==> src/rtl/pipe_ctrl.sv <==
// rtl/pipe_ctrl.sv - Y86-64 pipeline control: stall/bubble generation, drain/halt FSM, predicted-PC register, perf counters.
module pipe_ctrl #(
  parameter int CNT_W = 32
) (
  input  logic             clk,
  input  logic             rst_n,
  input  logic [63:0]      f_predPC_i,
  input  logic [3:0]       D_icode_i,
  input  logic [3:0]       E_icode_i,
  input  logic [3:0]       M_icode_i,
  input  logic [3:0]       E_dstM_i,
  input  logic [3:0]       d_srcA_i,
  input  logic [3:0]       d_srcB_i,
  input  logic             e_Cnd_i,
  input  logic [2:0]       m_stat_i,
  input  logic [2:0]       W_stat_i,
  output logic [63:0]      F_predPC_o,
  output logic             F_stall_o,
  output logic             D_stall_o,
  output logic             W_stall_o,
  output logic             D_bubble_o,
  output logic             E_bubble_o,
  output logic             M_bubble_o,
  output logic             halted_o,
  output logic [CNT_W-1:0] cycle_cnt_o,
  output logic [CNT_W-1:0] stall_cnt_o,
  output logic [CNT_W-1:0] mispred_cnt_o
);

  localparam logic [3:0] I_MRMOVQ = 4'h5;
  localparam logic [3:0] I_JXX    = 4'h7;
  localparam logic [3:0] I_RET    = 4'h9;
  localparam logic [3:0] I_POPQ   = 4'hB;
  localparam logic [3:0] R_NONE   = 4'hF;
  localparam logic [2:0] S_AOK    = 3'd1;

  typedef enum logic [1:0] {RUN = 2'd0, DRAIN = 2'd1, HALT = 2'd2} state_t;

  state_t state_q, state_d;
  logic   load_use, ret_pend, mispred, m_exc, w_exc, d_bubble_raw;

  assign load_use = ((E_icode_i == I_MRMOVQ) || (E_icode_i == I_POPQ)) &&
                    (E_dstM_i != R_NONE) &&
                    ((E_dstM_i == d_srcA_i) || (E_dstM_i == d_srcB_i));
  assign ret_pend = (D_icode_i == I_RET) || (E_icode_i == I_RET) || (M_icode_i == I_RET);
  assign mispred  = (E_icode_i == I_JXX) && !e_Cnd_i;
  assign m_exc    = (m_stat_i != S_AOK);
  assign w_exc    = (W_stat_i != S_AOK);

  always_comb begin
    state_d      = state_q;
    F_stall_o    = 1'b0;
    D_stall_o    = 1'b0;
    W_stall_o    = 1'b0;
    d_bubble_raw = 1'b0;
    E_bubble_o   = 1'b0;
    M_bubble_o   = 1'b0;
    case (state_q)
      RUN: begin
        if (w_exc)      state_d = HALT;
        else if (m_exc) state_d = DRAIN;
        F_stall_o    = load_use || ret_pend;
        D_stall_o    = load_use;
        d_bubble_raw = mispred || (ret_pend && !load_use);
        E_bubble_o   = mispred || load_use;
        M_bubble_o   = m_exc || w_exc;
        W_stall_o    = w_exc;
      end
      DRAIN: begin
        if (w_exc) state_d = HALT;
        F_stall_o    = 1'b1;
        d_bubble_raw = 1'b1;
        E_bubble_o   = 1'b1;
        M_bubble_o   = 1'b1;
        W_stall_o    = w_exc;
      end
      HALT: begin
        F_stall_o  = 1'b1;
        D_stall_o  = 1'b1;
        W_stall_o  = 1'b1;
        M_bubble_o = 1'b1;
      end
      default: state_d = RUN;
    endcase
    // A stalled D register must keep its instruction, so stall masks bubble.
    D_bubble_o = d_bubble_raw && !D_stall_o;
  end

  function automatic logic [CNT_W-1:0] sat_inc(input logic [CNT_W-1:0] v);
    return (v == '1) ? v : v + {{(CNT_W-1){1'b0}}, 1'b1};
  endfunction

  always_ff @(posedge clk or negedge rst_n) begin
    if (!rst_n) begin
      state_q       <= RUN;
      halted_o      <= 1'b0;
      F_predPC_o    <= '0;
      cycle_cnt_o   <= '0;
      stall_cnt_o   <= '0;
      mispred_cnt_o <= '0;
    end else begin
      state_q  <= state_d;
      halted_o <= (state_d == HALT);
      if (!F_stall_o) F_predPC_o <= f_predPC_i;
      if (state_q != HALT) cycle_cnt_o <= sat_inc(cycle_cnt_o);
      if (state_q == RUN && F_stall_o) stall_cnt_o <= sat_inc(stall_cnt_o);
      if (state_q == RUN && mispred) mispred_cnt_o <= sat_inc(mispred_cnt_o);
    end
  end

endmodule

==> config.mk <==
export PLATFORM = sky130hd
export DESIGN_NAME = pipe_ctrl
export DESIGN_NICKNAME = d
export VERILOG_FILES = /design/src/rtl/pipe_ctrl.sv
export SDC_FILE = /design/constraint.sdc
export NUM_CORES = 1
export LEC_CHECK = 0
export ABC_AREA = 1
export CORE_MARGIN = 2
export CORE_UTILIZATION = 50
export DETAILED_ROUTE_END_ITERATION = 8
export PLACE_DENSITY = 0.84
export SYNTH_ARGS = -nofsm -noshare
export SYNTH_HDL_FRONTEND = slang
export SYNTH_SLANG_ARGS = --single-unit
==> constraint.sdc <==
create_clock -name clk -period 3.55 [get_ports clk]
set_clock_uncertainty 0.15 [all_clocks]
set_input_delay 0.5325 -clock clk [delete_from_list [all_inputs] [get_ports clk]]
set_output_delay 0.5325 -clock clk [all_outputs]
set_load 0.02 [all_outputs]
# Yosys cells after proc, flatten, opt, wreduce, memory -nomap -nowiden
# Index checks and enable logic that the tools add are counted.
# totals
output_inout_bits,167
elab_cells,64
register_bits,163
input_bits,97
# op_classes
n_eq_ne,18
bitwise,3
n_mux,10
reduce_logical,24
addsub,3
# ops
cell,n
32-bit by 1-bit adder with 32-bit output (second input constant),3
32-bit equality test (second input constant),3
4-bit equality test (second input constant),4
1-bit case mux with 2 select lines,6
4-bit by 3-bit equality test with 1-bit output (second input constant),2
4-bit equality test,2
1-bit logical OR,8
1-bit logical AND,7
2-bit 2-to-1 mux,3
3-bit by 1-bit inequality test with 1-bit output (second input constant),2
2-bit case mux with 3 select lines,1
2-bit AND reduction,3
2-bit equality test (second input constant),2
4-bit inequality test (second input constant),1
2-bit OR reduction,2
1-bit zero test,3
1-bit NOT,3
2-bit by 1-bit equality test with 1-bit output (second input constant),1
2-bit zero test,1
2-bit inequality test (second input constant),1

# Depth between registers and ports, before layout
# Gate-level depths: netlist of the first run.
# depth
ltp_word,9
mapped_depth,12
depth_no_buf,11

# Worst setup path after synthesis of the first run
# No wires, ideal clock.
# synth_timing
path_kind,reg2out
startpoint,"register, netlist name halted_o"
endpoint,output D_bubble_o
path_buffers,0
t_arrival_ns,1.652
path_slack_ns,1.215
path_stages_with_launch,9
required_time_ns,2.867
path_cell_list,dfrtp_1 inv_1 ha_1 inv_1 or2_2 inv_1 or2_2 inv_1 a21oi_1
# synth_lines
element,line,rtl
to (decl),21,"output logic D_bubble_o,"

# Worst setup path in the final report of the first run
# layout_timing
startpoint,register state_q[0]
endpoint,output D_bubble_o
# layout_via
elab_chain_cells,4
elab_cells_between_ends,7
classes_between,eq/ne: 2; mux: 2; reduce/logical: 3
# layout_lines
element,line,rtl
from (decl),39,"state_t state_q, state_d;"
from (signal assigned),102,state_q <= state_d;
2-bit equality test or 2-bit zero test (tied branches),58,case (state_q)
1-bit case mux with 2 select lines,58,
1-bit zero test,86,D_bubble_o = d_bubble_raw && !D_stall_o;
1-bit logical AND *,86,
# Every way passes the cells marked *; elsewhere a longest branch is shown, timed or not.

==> results_dict.tcl, run 1 <==
set metrics [dict create \
    outcome "finished, violations left" \
    violations "negative hold slack" \
    ys_ff_latch 162 \
    ys.flop_type "dfrtp_1" \
    rows 48 \
    worst_setup_path_end_kind "primary output" \
    io_buffers 263 \
    yosysSeqAreaShare_pct 45.5 \
    synth_commonest_cells "554 x nand2_1, 162 x dfrtp_1, 110 x nor2_1" \
    synth_top_area_share_pct 45.5 \
    ctsLongestPathBuffers 2 \
    power_mw 7.99 \
    setup_viol 0 \
    crit_required_ns 2.87 \
    wl_microns 27000 \
    nets 1586 \
    post-route-period-util_pct 92.8 \
    antenna_found_initial 0 \
    syn_nets 1328 \
    rrSetupSlack_ns 0.80 \
    slowest_stage "clkdlybuf4s50_1" \
    reg2regPathDepth 8 \
    postCtsSetupBuffers 0 \
    drc 0 \
    finish.utilization_pct 71.2 \
    design.die.area_sq_um 18900 \
    ir_drop_mv 0.909 \
    synth_warnings 0 \
    clk_pin_slew_ns 0.07 \
    die_x_microns 138 \
    via_count 8997 \
    routed_via_density 5.23 \
    period_needed_ns 3.30 \
    crit_type "reg2out" \
    synth_most_common_cell "nand2_1" \
    drv_cap 0 \
    hold_viol 17 \
    final_cells 1720 \
    initial_core_util_pct 51.4 \
    syn_to_final_growth_pct 38.6 \
    max_freq_ghz 0.303 \
    power.leakage_nw 5.87 \
    p_per_area_nw_per_um2 647 \
    avgSynthCellArea_sq_um 7.28 \
    yosysTopAreaCell "dfrtp_1" \
    core_region_area_sq_um 17400 \
    drv_slew 0 \
    post_drt_wl_per_cell_microns 15.7 \
    drive_gt1_share_pct 4.01 \
    fin_tns_setup_ns 0 \
    regToRegStartpoint "halted_o" \
    drtIter0Drc 699 \
    grt_pass1_wl_microns 43000 \
    antennaDiodeCount 0 \
    tritoncts "yes" \
    io_pins 264 \
    numCtsBuffers 17 \
    grt_usage_pct 28.8 \
    hold_class "in2async" \
    ctsResizeCount 0 \
    grt_max_degree 83 \
    die_y_microns 138 \
    grt_setup_unrepaired "no" \
    slew_headroom_pct 29.1 \
    dpl.hpwl_microns 20000 \
    h-tree-depth 4 \
    fillers 1396 \
    root_buffer "clkbuf_16" \
    synth_async_sr_flop_share_pct 100 \
    multi_input_area_sq_um 4340 \
    postRouteAntennaNets 0 \
    worstPathCellList "inv_1, ha_1, inv_1, or2_2, inv_1, or2_2, inv_1, a21oi_1, clkdlybuf4s50_1" \
    synth_edf_count 0 \
    first_pass_iters 5 \
    grt_pass1_vias 8845 \
    cp_num_buf_inv 5 \
    clk_latency_ns 0.43 \
    synth_area_leaders "dfrtp_1 45%, nand2_1 23%, xor2_1 4.9%, nor2_1 4.6%, nand4_1 4.4%" \
    grt_overflow_total 0 \
    synth.cell_area_sq_um 8910 \
    tightest_slew_ns 1.06 \
    ys_types 31 \
    cp_max_fo 5 \
    reg2reg_to "F_predPC_o[45]" \
    critical_path.most_common_cell "inv_1" \
    hold_slack_ns -0.0524 \
    cts_hold_buf 0 \
    syn_inst 1224 \
    crit_cells 9 \
    cts_sinks 162 \
    cp.arrival_ns 2.61 \
    max_stage_delay_ns 0.64 \
    routabilityCongestion 0.959 \
    dp_cells 1688 \
    critPathTopFamily "buffers and inverters" \
    start_kind "flip-flop" \
    seq_area_sq_um 4050 \
]
## kinds of logic (layout without fill, tap and decap cells)
family	after synthesis	in the layout	synth area share, %
flops	162	162	45.5
xor+xnor	69	69	6.78
buf+inv	128	399	5.85
simple gates	825	825	38.9
fa+ha+maj	7	7	0.982
compound gates	33	33	2.02
## worst max-delay path by stage
stage	startpoint	to	slack [ns]
after detailed placement	E_icode_i[2]	D_bubble_o	0.30
final	state_q[0]	D_bubble_o	0.25
after CTS	halted_o	D_bubble_o	0.26
after global routing	state_q[0]	M_bubble_o	0.13
after floorplan	halted_o	D_bubble_o	1.22
after global placement	E_icode_i[2]	D_bubble_o	0.33
## routing by layer
metal  track usage (%)  part of all wire [%]  wire length [microns]
met5                 0                     0                      0
met1              36.5                    41                  11000
met4              10.3                   2.2                    600
met3              6.70                   8.0                   2150
met2              48.4                    49                  13300
## power by group
group | total [mW] | switching, mW | leakage, nW | internal, mW
Combinational | 3.49 | 2.12 | 3.47 | 1.37
Clock | 1.85 | 0.854 | 0.281 | 1.00
Sequential | 2.65 | 0.332 | 2.12 | 2.31
Total | 7.99 | 3.31 | 5.87 | 4.69
## sequential cells by signal, summed over array words and instances (netlist names)
name           cells
state_q            1
stall_cnt_o       32
mispred_cnt_o     32
cycle_cnt_o       32
halted_o           1
F_predPC_o        64
## area by class of cell
| cell class | instances | area share [%] |
|---|---|---|
| multi-input combinational | 934 | 35.1 |
| timing repair buffer | 274 | 22.2 |
| tap | 225 | 2.28 |
| clock buffer | 17 | 3.44 |
| inverter | 93 | 2.82 |
| sequential | 162 | 32.8 |
| clock inverter | 15 | 1.37 |
## through the flow
stage / instance area (sq um) / hold WS [ns] / setup WS, ns
final: 12400 / -0.0524 / 0.255
after CTS: 12400 / 0.00996 / 0.261
after detailed placement: 11800 / 0.314 / 0.300
after global placement: 11800 / 0.312 / 0.332
after global routing: 12400 / 0.0336 / 0.126
after floorplan: 8910 / 0.0869 / 1.22
## placed cells by master, fill, tap and decap left out, types with 2 or more instances in the layout
cell,netlist,routed
nand4_1,63,63
nor3_1,32,32
xor2_1,50,50
inv_8,0,2
ha_1,7,7
nor4_1,2,2
clkinvlp_4,0,3
nand3_2,2,2
nor2_2,2,2
clkdlybuf4s50_1,0,262
clkbuf_16,0,17
inv_6,0,5
buf_12,0,2
nand3b_1,18,18
a21oi_1,4,4
dfrtp_1,162,162
nand3_1,35,35
o21ai_0,16,16
clkinv_8,0,2
inv_1,87,87
nor2_1,110,110
o21ai_1,11,11
or2_2,2,2
clkinv_4,0,2
buf_4,7,9
nand2_1,554,554
inv_2,5,5
xnor2_1,19,19
Note: power is estimated with default switching activity, not from simulation.
==> inputs of run 2 (changes only) <==
- CAP_MARGIN: default -> 20
- SLEW_MARGIN: default -> 20
==> run 2 against run 1 <==
  * The run still ends with negative hold slack left
  * Maximum frequency is 0.60% higher
  * Count of clock-buffer cells in the layout did not move
  * Register-to-register slack better by 0.04 ns
  * Critical endpoint unchanged
==> results_dict.tcl, run 2 (synthesized netlist as in run 1, its figures left out) <==
set metrics [dict create \
    seq_area_sq_um 4050 \
    worst_setup_path_end_kind "primary output" \
    dp_cells 1688 \
    crit_required_ns 2.87 \
    slew_headroom_pct 41.2 \
    power_mw 8.02 \
    post_drt_wl_per_cell_microns 15.7 \
    hold_viol 17 \
    tritoncts "yes" \
    io_buffers 263 \
    numCtsBuffers 17 \
    fillers 1394 \
    regToRegStartpoint "mispred_cnt_o[15]" \
    grt_overflow_total 0 \
    start_kind "flip-flop" \
    cts_sinks 162 \
    post-route-period-util_pct 92.3 \
    multi_input_area_sq_um 4340 \
    first_pass_iters 5 \
    drc 0 \
    hold_class "in2async" \
    comb_power_share_pct 43.9 \
    layout_common_cells "554 x nand2_1, 262 x clkdlybuf4s50_1, 162 x dfrtp_1" \
    layout_commonest_cell "nand2_1" \
    clock_power_share_pct 23.1 \
    grt_pass1_wl_microns 43000 \
    drtIter0Drc 735 \
    outcome "finished, violations left" \
    grt_max_degree 83 \
    design.die.area_sq_um 18900 \
    largest_reg_flops 64 \
    routed_via_density 5.23 \
    ctsLongestPathBuffers 2 \
    clk_latency_ns 0.43 \
    max_freq_ghz 0.305 \
    via_count 8995 \
    fin_tns_setup_ns 0 \
    postCtsSetupBuffers 0 \
    root_buffer "clkbuf_16" \
    top_register "F_predPC_o" \
    syn_to_final_growth_pct 38.9 \
    core_region_area_sq_um 17400 \
    grt_usage_pct 28.8 \
    hold_slack_ns -0.0426 \
    p_per_area_nw_per_um2 648 \
    grt_setup_unrepaired "no" \
    final_cells 1721 \
    finish.utilization_pct 71.3 \
    cp.arrival_ns 2.59 \
    clk_pin_slew_ns 0.07 \
    initial_core_util_pct 51.4 \
    power.internal_mw 4.71 \
    tightest_slew_ns 0.876 \
    antenna_found_initial 0 \
    violations "negative hold slack" \
    place_area_sq_um 11800 \
    crit_type "reg2out" \
    period_needed_ns 3.28 \
    die_y_microns 138 \
    dpl.hpwl_microns 20000 \
    drv_cap 0 \
    h-tree-depth 4 \
    switching_share_pct 41.3 \
    routabilityCongestion 0.959 \
    p_switching_mw 3.31 \
    cp_max_fo 5 \
    die_x_microns 138 \
    antennaDiodeCount 0 \
    ir_drop_mv 0.908 \
    nets 1587 \
    drive_gt1_share_pct 4.08 \
    pwr-share-seq_pct 33.0 \
    wl_microns 27000 \
    drv_slew 0 \
    cts_hold_buf 0 \
    rows 48 \
    preCtsSetupSlack_ns 0.300 \
    power.leakage_nw 5.88 \
    rrSetupSlack_ns 0.84 \
    grt_pass1_vias 8845 \
    ctsResizeCount 0 \
    reg2regPathDepth 7 \
    io_pins 264 \
    postRouteAntennaNets 0 \
    setup_viol 0 \
    fin_ws_ns 0.274 \
    final_area_sq_um 12400 \
    reg2reg_to "mispred_cnt_o[9]" \
    crit_start "state_q[0]" \
]
-- run 2: changes by cell type in the layout (fill, tap and decap cells not counted) --
cell and change:
buf_12 +1
-- run 2: cell type report --
class                      instances  area share, %
inverter                          93           2.82
multi-input combinational        934           35.1
timing repair buffer             275           22.3
clock inverter                    15           1.36
sequential                       162           32.7
clock buffer                      17           3.44
tap                              225           2.27
-- run 2: how the worst max path moves through the flow --
stage          slack (ns)          to  cells past startpoint
2_1_floorplan        1.22  D_bubble_o                      8
3_3_place_gp         0.33  D_bubble_o                     10
3_5_place_dp         0.30  D_bubble_o                     10
4_1_cts              0.26  D_bubble_o                      9
5_1_grt              0.13  M_bubble_o                      6
6_report             0.27  D_bubble_o                      9
-- run 2: power by group through the flow --
stage          clock network, mW  registers (mW)  logic (mW)
6_report                    1.85            2.65        3.52
5_1_grt                     1.95            2.70        3.85
4_1_cts                     1.88            2.65        3.52
3_5_place_dp                   0            2.66        3.52
3_3_place_gp                   0            2.65        3.44
2_1_floorplan                  0            3.16        1.45
-- run 2: critical path: stages (launching register included) --
cell             delay, ns
dfrtp_1               0.40
inv_1                 0.14
ha_1                  0.27
inv_1                 0.05
or2_2                 0.30
inv_1                 0.07
or2_2                 0.10
inv_1                 0.04
a21oi_1               0.15
clkdlybuf4s50_1       0.64
-- run 2: metal layers --
layer	track usage [%]	part of all wire (%)
met5	0	0
met4	10.3	2.2
met3	6.70	7.6
met2	48.4	49
met1	36.5	41
